===== src/rtl/oped_axis_pkg.sv =====
// oped_axis_pkg: shared widths and FSM state for the OPED AXI4-Stream message path
package oped_axis_pkg;
    localparam int DAT_W = 256;
    localparam int STRB_W = 32;
    localparam int LEN_W = 16;
    localparam int SPT_W = 8;
    localparam int DPT_W = 8;
    localparam int ERR_W = 8;
    localparam int BYTES_PER_BEAT = 32;
    localparam int BEAT_W = 12;
    localparam int LANES = DAT_W / 32;
    typedef enum logic [1:0] {S_IDLE, S_HDR, S_DATA, S_GAP} state_t;
endpackage


===== src/rtl/axis_strb_gen.sv =====
// axis_strb_gen: message length to beat count and last-beat byte strobe
module axis_strb_gen
    import oped_axis_pkg::*;
(
    input  logic [LEN_W-1:0]  msg_len,
    output logic [BEAT_W-1:0] beats,
    output logic [STRB_W-1:0] last_strb
);
    localparam int SH = $clog2(BYTES_PER_BEAT);
    logic [LEN_W:0] padded;
    logic [SH-1:0] rem;
    always_comb begin
        padded = {1'b0, msg_len} + (LEN_W+1)'(BYTES_PER_BEAT - 1);
        rem = msg_len[SH-1:0];
        beats = (msg_len == '0) ? BEAT_W'(1) : padded[LEN_W:SH];
        // an empty message still costs one beat, carried with no bytes enabled
        last_strb = (msg_len == '0) ? '0 : (rem == '0) ? '1 : (STRB_W'(1) << rem) - STRB_W'(1);
    end
endmodule


===== src/rtl/axis_msg_source.sv =====
// axis_msg_source: programmable OPED message generator driving DAT/LEN/SPT/DPT/ERR streams
module axis_msg_source
    import oped_axis_pkg::*;
#(
    parameter int          GAP_CYCLES = 0,
    parameter logic [31:0] SEED       = 32'h0000_0000
) (
    input  logic              ACLK,
    input  logic              ARESETN,
    input  logic              start,
    input  logic [LEN_W-1:0]  msg_len,
    input  logic [15:0]       msg_count,
    input  logic [SPT_W-1:0]  spt,
    input  logic [DPT_W-1:0]  dpt,
    output logic              busy,
    output logic              done,
    output logic [15:0]       msgs_sent,
    output logic [DAT_W-1:0]  M_AXIS_DAT_TDATA,
    output logic              M_AXIS_DAT_TVALID,
    output logic [STRB_W-1:0] M_AXIS_DAT_TSTRB,
    output logic              M_AXIS_DAT_TLAST,
    input  logic              M_AXIS_DAT_TREADY,
    output logic [LEN_W-1:0]  M_AXIS_LEN_TDATA,
    output logic              M_AXIS_LEN_TVALID,
    input  logic              M_AXIS_LEN_TREADY,
    output logic [SPT_W-1:0]  M_AXIS_SPT_TDATA,
    output logic              M_AXIS_SPT_TVALID,
    input  logic              M_AXIS_SPT_TREADY,
    output logic [DPT_W-1:0]  M_AXIS_DPT_TDATA,
    output logic              M_AXIS_DPT_TVALID,
    input  logic              M_AXIS_DPT_TREADY,
    output logic [ERR_W-1:0]  M_AXIS_ERR_TDATA,
    output logic              M_AXIS_ERR_TVALID,
    input  logic              M_AXIS_ERR_TREADY
);
    state_t state, state_n;
    logic [LEN_W-1:0] len_q;
    logic [15:0] cnt_q;
    logic [SPT_W-1:0] spt_q;
    logic [DPT_W-1:0] dpt_q;
    logic [31:0] word;
    logic [BEAT_W-1:0] beat_idx, beats;
    logic [STRB_W-1:0] last_strb;
    logic [7:0] gap_cnt;
    logic [3:0] hdr_v, hdr_rdy;
    logic dat_v, dat_hs, last_beat, hdr_end, gap_end;

    axis_strb_gen u_strb (.msg_len(len_q), .beats(beats), .last_strb(last_strb));

    always_comb begin
        hdr_rdy = {M_AXIS_ERR_TREADY, M_AXIS_DPT_TREADY, M_AXIS_SPT_TREADY, M_AXIS_LEN_TREADY};
        dat_hs = dat_v & M_AXIS_DAT_TREADY;
        last_beat = beat_idx == beats - BEAT_W'(1);
        hdr_end = (hdr_v & ~hdr_rdy) == '0;
        gap_end = int'(gap_cnt) + 1 >= GAP_CYCLES;
        state_n = state == S_IDLE ? ((start && !busy && msg_count != '0) ? S_HDR : S_IDLE)
                : state == S_HDR  ? (hdr_end ? S_DATA : S_HDR)
                : state == S_DATA ? ((dat_hs && last_beat) ? ((msgs_sent + 16'd1 == cnt_q) ? S_IDLE : S_GAP) : S_DATA)
                : (gap_end ? S_HDR : S_GAP);
        M_AXIS_LEN_TVALID = hdr_v[0];
        M_AXIS_SPT_TVALID = hdr_v[1];
        M_AXIS_DPT_TVALID = hdr_v[2];
        M_AXIS_ERR_TVALID = hdr_v[3];
        M_AXIS_LEN_TDATA = hdr_v[0] ? len_q : '0;
        M_AXIS_SPT_TDATA = hdr_v[1] ? spt_q : '0;
        M_AXIS_DPT_TDATA = hdr_v[2] ? dpt_q : '0;
        M_AXIS_ERR_TDATA = '0;
        M_AXIS_DAT_TVALID = dat_v;
        M_AXIS_DAT_TLAST = dat_v & last_beat;
        M_AXIS_DAT_TSTRB = !dat_v ? '0 : last_beat ? last_strb : '1;
        M_AXIS_DAT_TDATA = '0;
        for (int i = 0; i < LANES; i++) M_AXIS_DAT_TDATA[32*i +: 32] = dat_v ? word + 32'(i) : '0;
    end

    always_ff @(posedge ACLK or negedge ARESETN) begin
        if (!ARESETN) begin
            state <= S_IDLE;
            len_q <= '0;
            cnt_q <= '0;
            spt_q <= '0;
            dpt_q <= '0;
            word <= SEED;
            beat_idx <= '0;
            gap_cnt <= '0;
            hdr_v <= '0;
            dat_v <= 1'b0;
            busy <= 1'b0;
            done <= 1'b0;
            msgs_sent <= '0;
        end else begin
            state <= state_n;
            done <= 1'b0;
            hdr_v <= hdr_v & ~hdr_rdy;
            gap_cnt <= (state == S_GAP) ? gap_cnt + 8'd1 : '0;
            // busy while idle only happens for a zero-count run awaiting its done pulse
            if (state == S_IDLE && busy) begin
                done <= 1'b1;
                busy <= 1'b0;
            end
            if (state == S_IDLE && !busy && start) begin
                len_q <= msg_len;
                cnt_q <= msg_count;
                spt_q <= spt;
                dpt_q <= dpt;
                word <= SEED;
                msgs_sent <= '0;
                busy <= 1'b1;
            end
            if (state_n == S_HDR && state != S_HDR) hdr_v <= '1;
            if (state == S_HDR && hdr_end) begin
                dat_v <= 1'b1;
                beat_idx <= '0;
            end
            if (dat_hs) begin
                word <= word + 32'd8;
                beat_idx <= beat_idx + BEAT_W'(1);
                if (last_beat) begin
                    dat_v <= 1'b0;
                    msgs_sent <= msgs_sent + 16'd1;
                    if (state_n == S_IDLE) begin
                        done <= 1'b1;
                        busy <= 1'b0;
                    end
                end
            end
        end
    end
endmodule

===== config.mk =====
export PLATFORM = sky130hd
export DESIGN_NAME = axis_msg_source
export DESIGN_NICKNAME = d
export VERILOG_FILES = /design/src/rtl/oped_axis_pkg.sv /design/src/rtl/axis_strb_gen.sv /design/src/rtl/axis_msg_source.sv
export SDC_FILE = /design/constraint.sdc
export NUM_CORES = 1
export LEC_CHECK = 0
export CAP_MARGIN = 20
export CORE_ASPECT_RATIO = 0.9
export CORE_UTILIZATION = 30
export DETAILED_ROUTE_END_ITERATION = 12
export GPL_TIMING_DRIVEN = 0
export PLACE_DENSITY = 0.65
export REMOVE_ABC_BUFFERS = 1
export SLEW_MARGIN = 25
export SYNTH_ARGS = -nofsm -noshare
export SYNTH_HDL_FRONTEND = slang
export SYNTH_SLANG_ARGS = --single-unit

===== constraint.sdc =====
create_clock -name ACLK -period 7.91 [get_ports ACLK]
set_input_delay 0.791 -clock ACLK [delete_from_list [all_inputs] [get_ports ACLK]]
set_output_delay 0.791 -clock ACLK [all_outputs]
set_load 0.02 [all_outputs]

After elaboration in Yosys (flattened, before gate mapping)
Cells that the tools add are included. Widths: inputs -> output; s select.

Bits in registers: 125. Input port bits: 56. Output and inout port bits: 352.

$add $sub $neg: 15. $lt $le $gt $ge: 1. Equality and inequality tests: 7. Shifts and indexed selects: 1. Multiplexer cells: 45. Bitwise logic cells: 4. Reductions and logical operators: 17.

Operators by type and width (count): $mux 32 (14); $add 32x3->32 const B (4); $add 32x2->32 const B (2); $mux 16 (4); $mux 12 (3); $add 32x1->32 const B (1); $add 32x4->32 const B (1); $shl 1x5->32 const A (1); $sub 32x1->32 const B (1); $mux 8 (3); $add 16x5->17 const B (1); $add 16x1->16 const B (1); $eq 16x16->1 (1); $logic_not 16->1 (1); $reduce_bool 16->1 (1); $mux 2 (7); $mux 1 (13); $add 12x1->12 const B (1); $eq 12x12->1 (1); $sub 12x1->12 const B (1); $add 8x1->9 const B (1); $ge 9x1->1 const B (1); $add 8x1->8 const B (1); $logic_and 1x1->1 (8); 12 further kinds (17).

Depth between registers and ports, before layout
Depth after elaboration: 13. Mapped depth: 16. Mapped depth without buffers: 12.

Cells and area by module
From an unflattened synthesis, not the netlist that was laid out.

Cell total of the unflattened synthesis: 1251. Area, all modules: 9405.3 µm².

Modules (own cells, without submodules): axis_msg_source (instances 1, cells each 1085, area an instance 8441.8 µm², seq. area each 2852.7 µm²); axis_strb_gen (instances 1, cells each 166, area an instance 963.4 µm², seq. area each 0.0 µm²).

Least setup slack after synthesis
No wires, ideal clock.

Path kind: reg2out. From: register len_q[9]. To: output port M_AXIS_DAT_TSTRB[11]. Arrival: 3.440 ns. Data required time: 7.119 ns. Setup slack: 3.679 ns. Stages on the path, launching flop included: 16. Path through: dfrtp_1 > buf_6 > or4_1 > buf_2 > o311ai_1 > nand2_1 > ha_1 > xnor2_1 > xnor2_1 > or3_1 > nor4_2 > and4_1 > buf_4 > and2_2 > buf_6 > a31oi_1.

Word-level cells in the longest chain between the ends: 6. Elaborated cells between the ends (all ways): 8. Classes of those cells: 2 x add/sub; 1 x eq/ne; 4 x mux; 1 x reduce/logical.

RTL lines: start: declaration (line axis_msg_source.sv:37) `logic [LEN_W-1:0] len_q;`; start signal: assignment (line axis_msg_source.sv:101) `len_q <= msg_len;`; $add 16x5->17 / $logic_not 16->1 (equally long branches) (line axis_strb_gen.sv:13, axis_strb_gen.sv:15, axis_strb_gen.sv:17); $mux 12 (line axis_strb_gen.sv:15) `beats = (msg_len == '0) ? BEAT_W'(1) : padded[LEN_W:SH];`; $sub 12x1->12 (line axis_msg_source.sv:53) `last_beat = beat_idx == beats - BEAT_W'(1);`; $eq 12x12->1 (line axis_msg_source.sv:53); $mux 32 (*) (2 in a row) (line axis_msg_source.sv:70) `M_AXIS_DAT_TSTRB = !dat_v ? '0 : last_beat ? last_strb : '1;`; end: declaration (line axis_msg_source.sv:20) `output logic [STRB_W-1:0] M_AXIS_DAT_TSTRB,`.

Every way passes the cells marked *; elsewhere a longest branch is shown, timed or not.

Final worst setup path
From: register len_q[2]. To: output port M_AXIS_DAT_TSTRB[5].

Word-level cells in the longest chain between the ends: 6. Elaborated cells between the ends (all ways): 12. Classes of those cells: 3 x add/sub; 1 x eq/ne; 1 x shift; 5 x mux; 2 x reduce/logical.

RTL lines: $add 16x5->17 (tied with other cells) (line axis_strb_gen.sv:13) `padded = {1'b0, msg_len} + (LEN_W+1)'(BYTES_PER_BEAT - 1);`; $mux 12 / $sub 32x1->32 (equally long branches) (line axis_strb_gen.sv:15, axis_strb_gen.sv:17); $sub 12x1->12 / $mux 32 (equally long branches) (line axis_msg_source.sv:53, axis_strb_gen.sv:17); $eq 12x12->1 / $mux 32 (equally long branches) (line axis_msg_source.sv:53, axis_strb_gen.sv:17); $mux 32 (*) (2 in a row) (line axis_msg_source.sv:70).

Marked as above.

==> metrics.csv <==
metric,value,unit
ys_seq_area_share,31.23,%
routabilityCongestion,0.8844,
hold_class,in -> async,
postSynthCellCount,1196,
rsz0062_at_grt,false,
critPathLaunch,len_q[2],
max_freq,161.0,MHz
synthesis.area,9134,um2
async_flop_share,100.0,%
std_cell_rows,60,
synth_top_area_share,31.23,%
final_layout_size_suffix_gt1_share,4.946,%
synthAdderAreaFrac,0.6849,%
port_buffers,387,
drtAntennaViolNets,0,
cts_buffers,17,
vias_per_cell,4.784,
ff2ff_path_depth,11,
yosys.area_share.simple,31.55,%
slew_violations,0,
cts_root_buf,clkbuf_16,
synth.area.top_cells,"dfrtp_1 (31%), buf_4 (15%), nand2_1 (9.4%)",
syn_avg_cell_area,7.637,um2
grt_first_pass_wirelength,44480,um
r2r-start,len_q[2],
die_y,167.5,um
yosysMostFrequentCell,nand2_1,
cts-htree-levels,4,
fin_worst_skew,15.59,ps
cp-end-kind,output pin,
status,"finished, final reports clean",
synth-edff-count,0,
final_util,42.36,%
nets,1443,
power_density,297.4,nW/um2
cts_setup_buffers,0,
finalSetupViolations,0,
grt_max_degree,102,
synth_warnings,0,
drt_iter0_markers,498,
synth_compound_area_share,12.97,%
finalHoldViolCount,0,
post-route-cell-area,12690,um2
clk_pin_slew_worst_paths,60,ps
synth_ff_type,dfrtp_1,
die-area,31150,um2
grt_overflow_total,0,
period_share,78.52,%
hpwl,20980,um
grtUsageTotal,18.06,%
die_x,185.9,um
ys_ff_latch,114,
synth_top_area_cell,dfrtp_1,
synth_xor_area_share,3.740,%
cts_hold_buf,0,
place_area,12030,um2
critical_path.max_fanout,28,
synth_mux_area_share,1.329,%
clockBufferDepth,2,
crit_type,reg -> out,
vias,8602,
grt_pass1_vias,7991,
drc,0,
vdd_drop_max,208.4,uV
diodes,0,
min_period,6211,ps
worstPathArrival,5420,ps
leakage,0.005229,uW
drv_cap,0,
cts_resized,0,
slew_headroom,32.28,%
synth_commonest_cells,"nand2_1 (228), buf_4 (179), and2_1 (127)",
yosysUniqueCellTypes,66,
critical_path_required,7120,ps
start_kind,flop,
routed_wl,28480,um
clock_latency,420,ps
tightest_slew,1016,ps
cts_tree,done,
cts_num_sinks,114,
antenna_found_initial,0,
dr.pass1.iters,5,
syn2layout_area_growth,38.92,%
coreArea,29950,um2
io-pin-count,408,
initial_core_util,30.49,%
synth_top_family_by_area,simple AND/OR/NAND/NOR gates,
wire_per_inst,15.84,um
[cells in the final DEF, fill, tap and decap left out, drive strengths merged, types with 14 or more instances in the layout]
cell           count
xnor2             26
nand4             18
and3              16
nor2              44
nand2b            20
and2             129
nor4              16
inv               16
a21o              14
a21oi             62
nand3             43
o21ai             59
nor3              15
clkdlybuf4s50    386
nand2            228
conb              20
dfrtp            114
clkbuf            17
[registers in the layout (all words and copies together), names as in the netlist]
register and cells:
word 29, cnt_q 16, len_q 16, msgs_sent 16
beat_idx 12, dpt_q 8, spt_q 8, hdr_v 4
state 2, M_AXIS_DAT_TVALID 1, busy 1, done 1
[final cells by class]
class	instances	area, um2
inverter	11	41.29
clock inverter	15	219.0
sequential	114	2856
clock buffer	17	425.4
timing repair buffer	397	3965
tap	403	504.2
fill	2973	17270
multi-input combinational	841	4677
[report_power, final]
part / internal, uW / total, uW / switching [uW]
combinational: 827 / 1880 / 1050
clock: 538 / 858 / 320
sequential: 737 / 1040 / 301
total: 2100 / 3770 / 1670
[layer usage]
| metal | vias to the layer above | GRT usage [%] | wire length, um |
|---|---|---|---|
| li1 | 4196 | - | - |
| met1 | 4049 | 24.10 | 12850 |
| met5 | - | 0 | 0 |
| met2 | 336 | 28.99 | 13210 |
| met3 | 21 | 4.524 | 2070 |
| met4 | 0 | 4.383 | 347 |
[per-stage QoR]
| step | hold WS [ps] | setup WS, ps | instances | power (uW) | setup TNS, ps |
|---|---|---|---|---|---|
| 4_1_cts | 268.6 | 1703 | 1797 | 3806 | 0 |
| 2_1_floorplan | 437.4 | 941.8 | 966 | 2097 | 0 |
| 6_report | 268.1 | 1699 | 1798 | 3774 | 0 |
| 3_5_place_dp | 454.2 | 2178 | 1765 | 2920 | 0 |
| 5_1_grt | 270.5 | 1315 | 1798 | 4044 | 0 |
| 3_3_place_gp | 453.3 | -5648 | 1756 | 2894 | -292710 |
[worst paths after layout]
| kind | end | slack [ps] |
|---|---|---|
| max in group asynchronous | cnt_q[2] | 6930 |
| setup / recovery | M_AXIS_DAT_TSTRB[5] | 1700 |
| setup reg to reg | msgs_sent[9] | 3410 |
| min in group ACLK | dpt_q[2] | 470 |
| hold / removal | len_q[15] | 270 |
| hold reg to reg | dpt_q[2] | 470 |
[kinds of logic after synthesis]
kind of cell / count (synthesis)
buffers and inverters: 260
AOI/OAI and AO/OA: 195
and+or+nand+nor: 570
muxes: 12
xor gates and xnor gates: 39
DFF: 114
other: 1
adders and majority gates: 5
[critical path: stages (launching register included)]
cell and delay, ps:
dfrtp_1 700, or3_1 630, o21ai_0 300, nand2_1 150, ha_1 300, xnor2_1 170
xnor2_1 130, or3_1 330, nor4_2 320, and4_1 740, and2_2 510, a31oi_1 150
clkdlybuf4s50_1 560
Power figures use the tool's default switching activity.
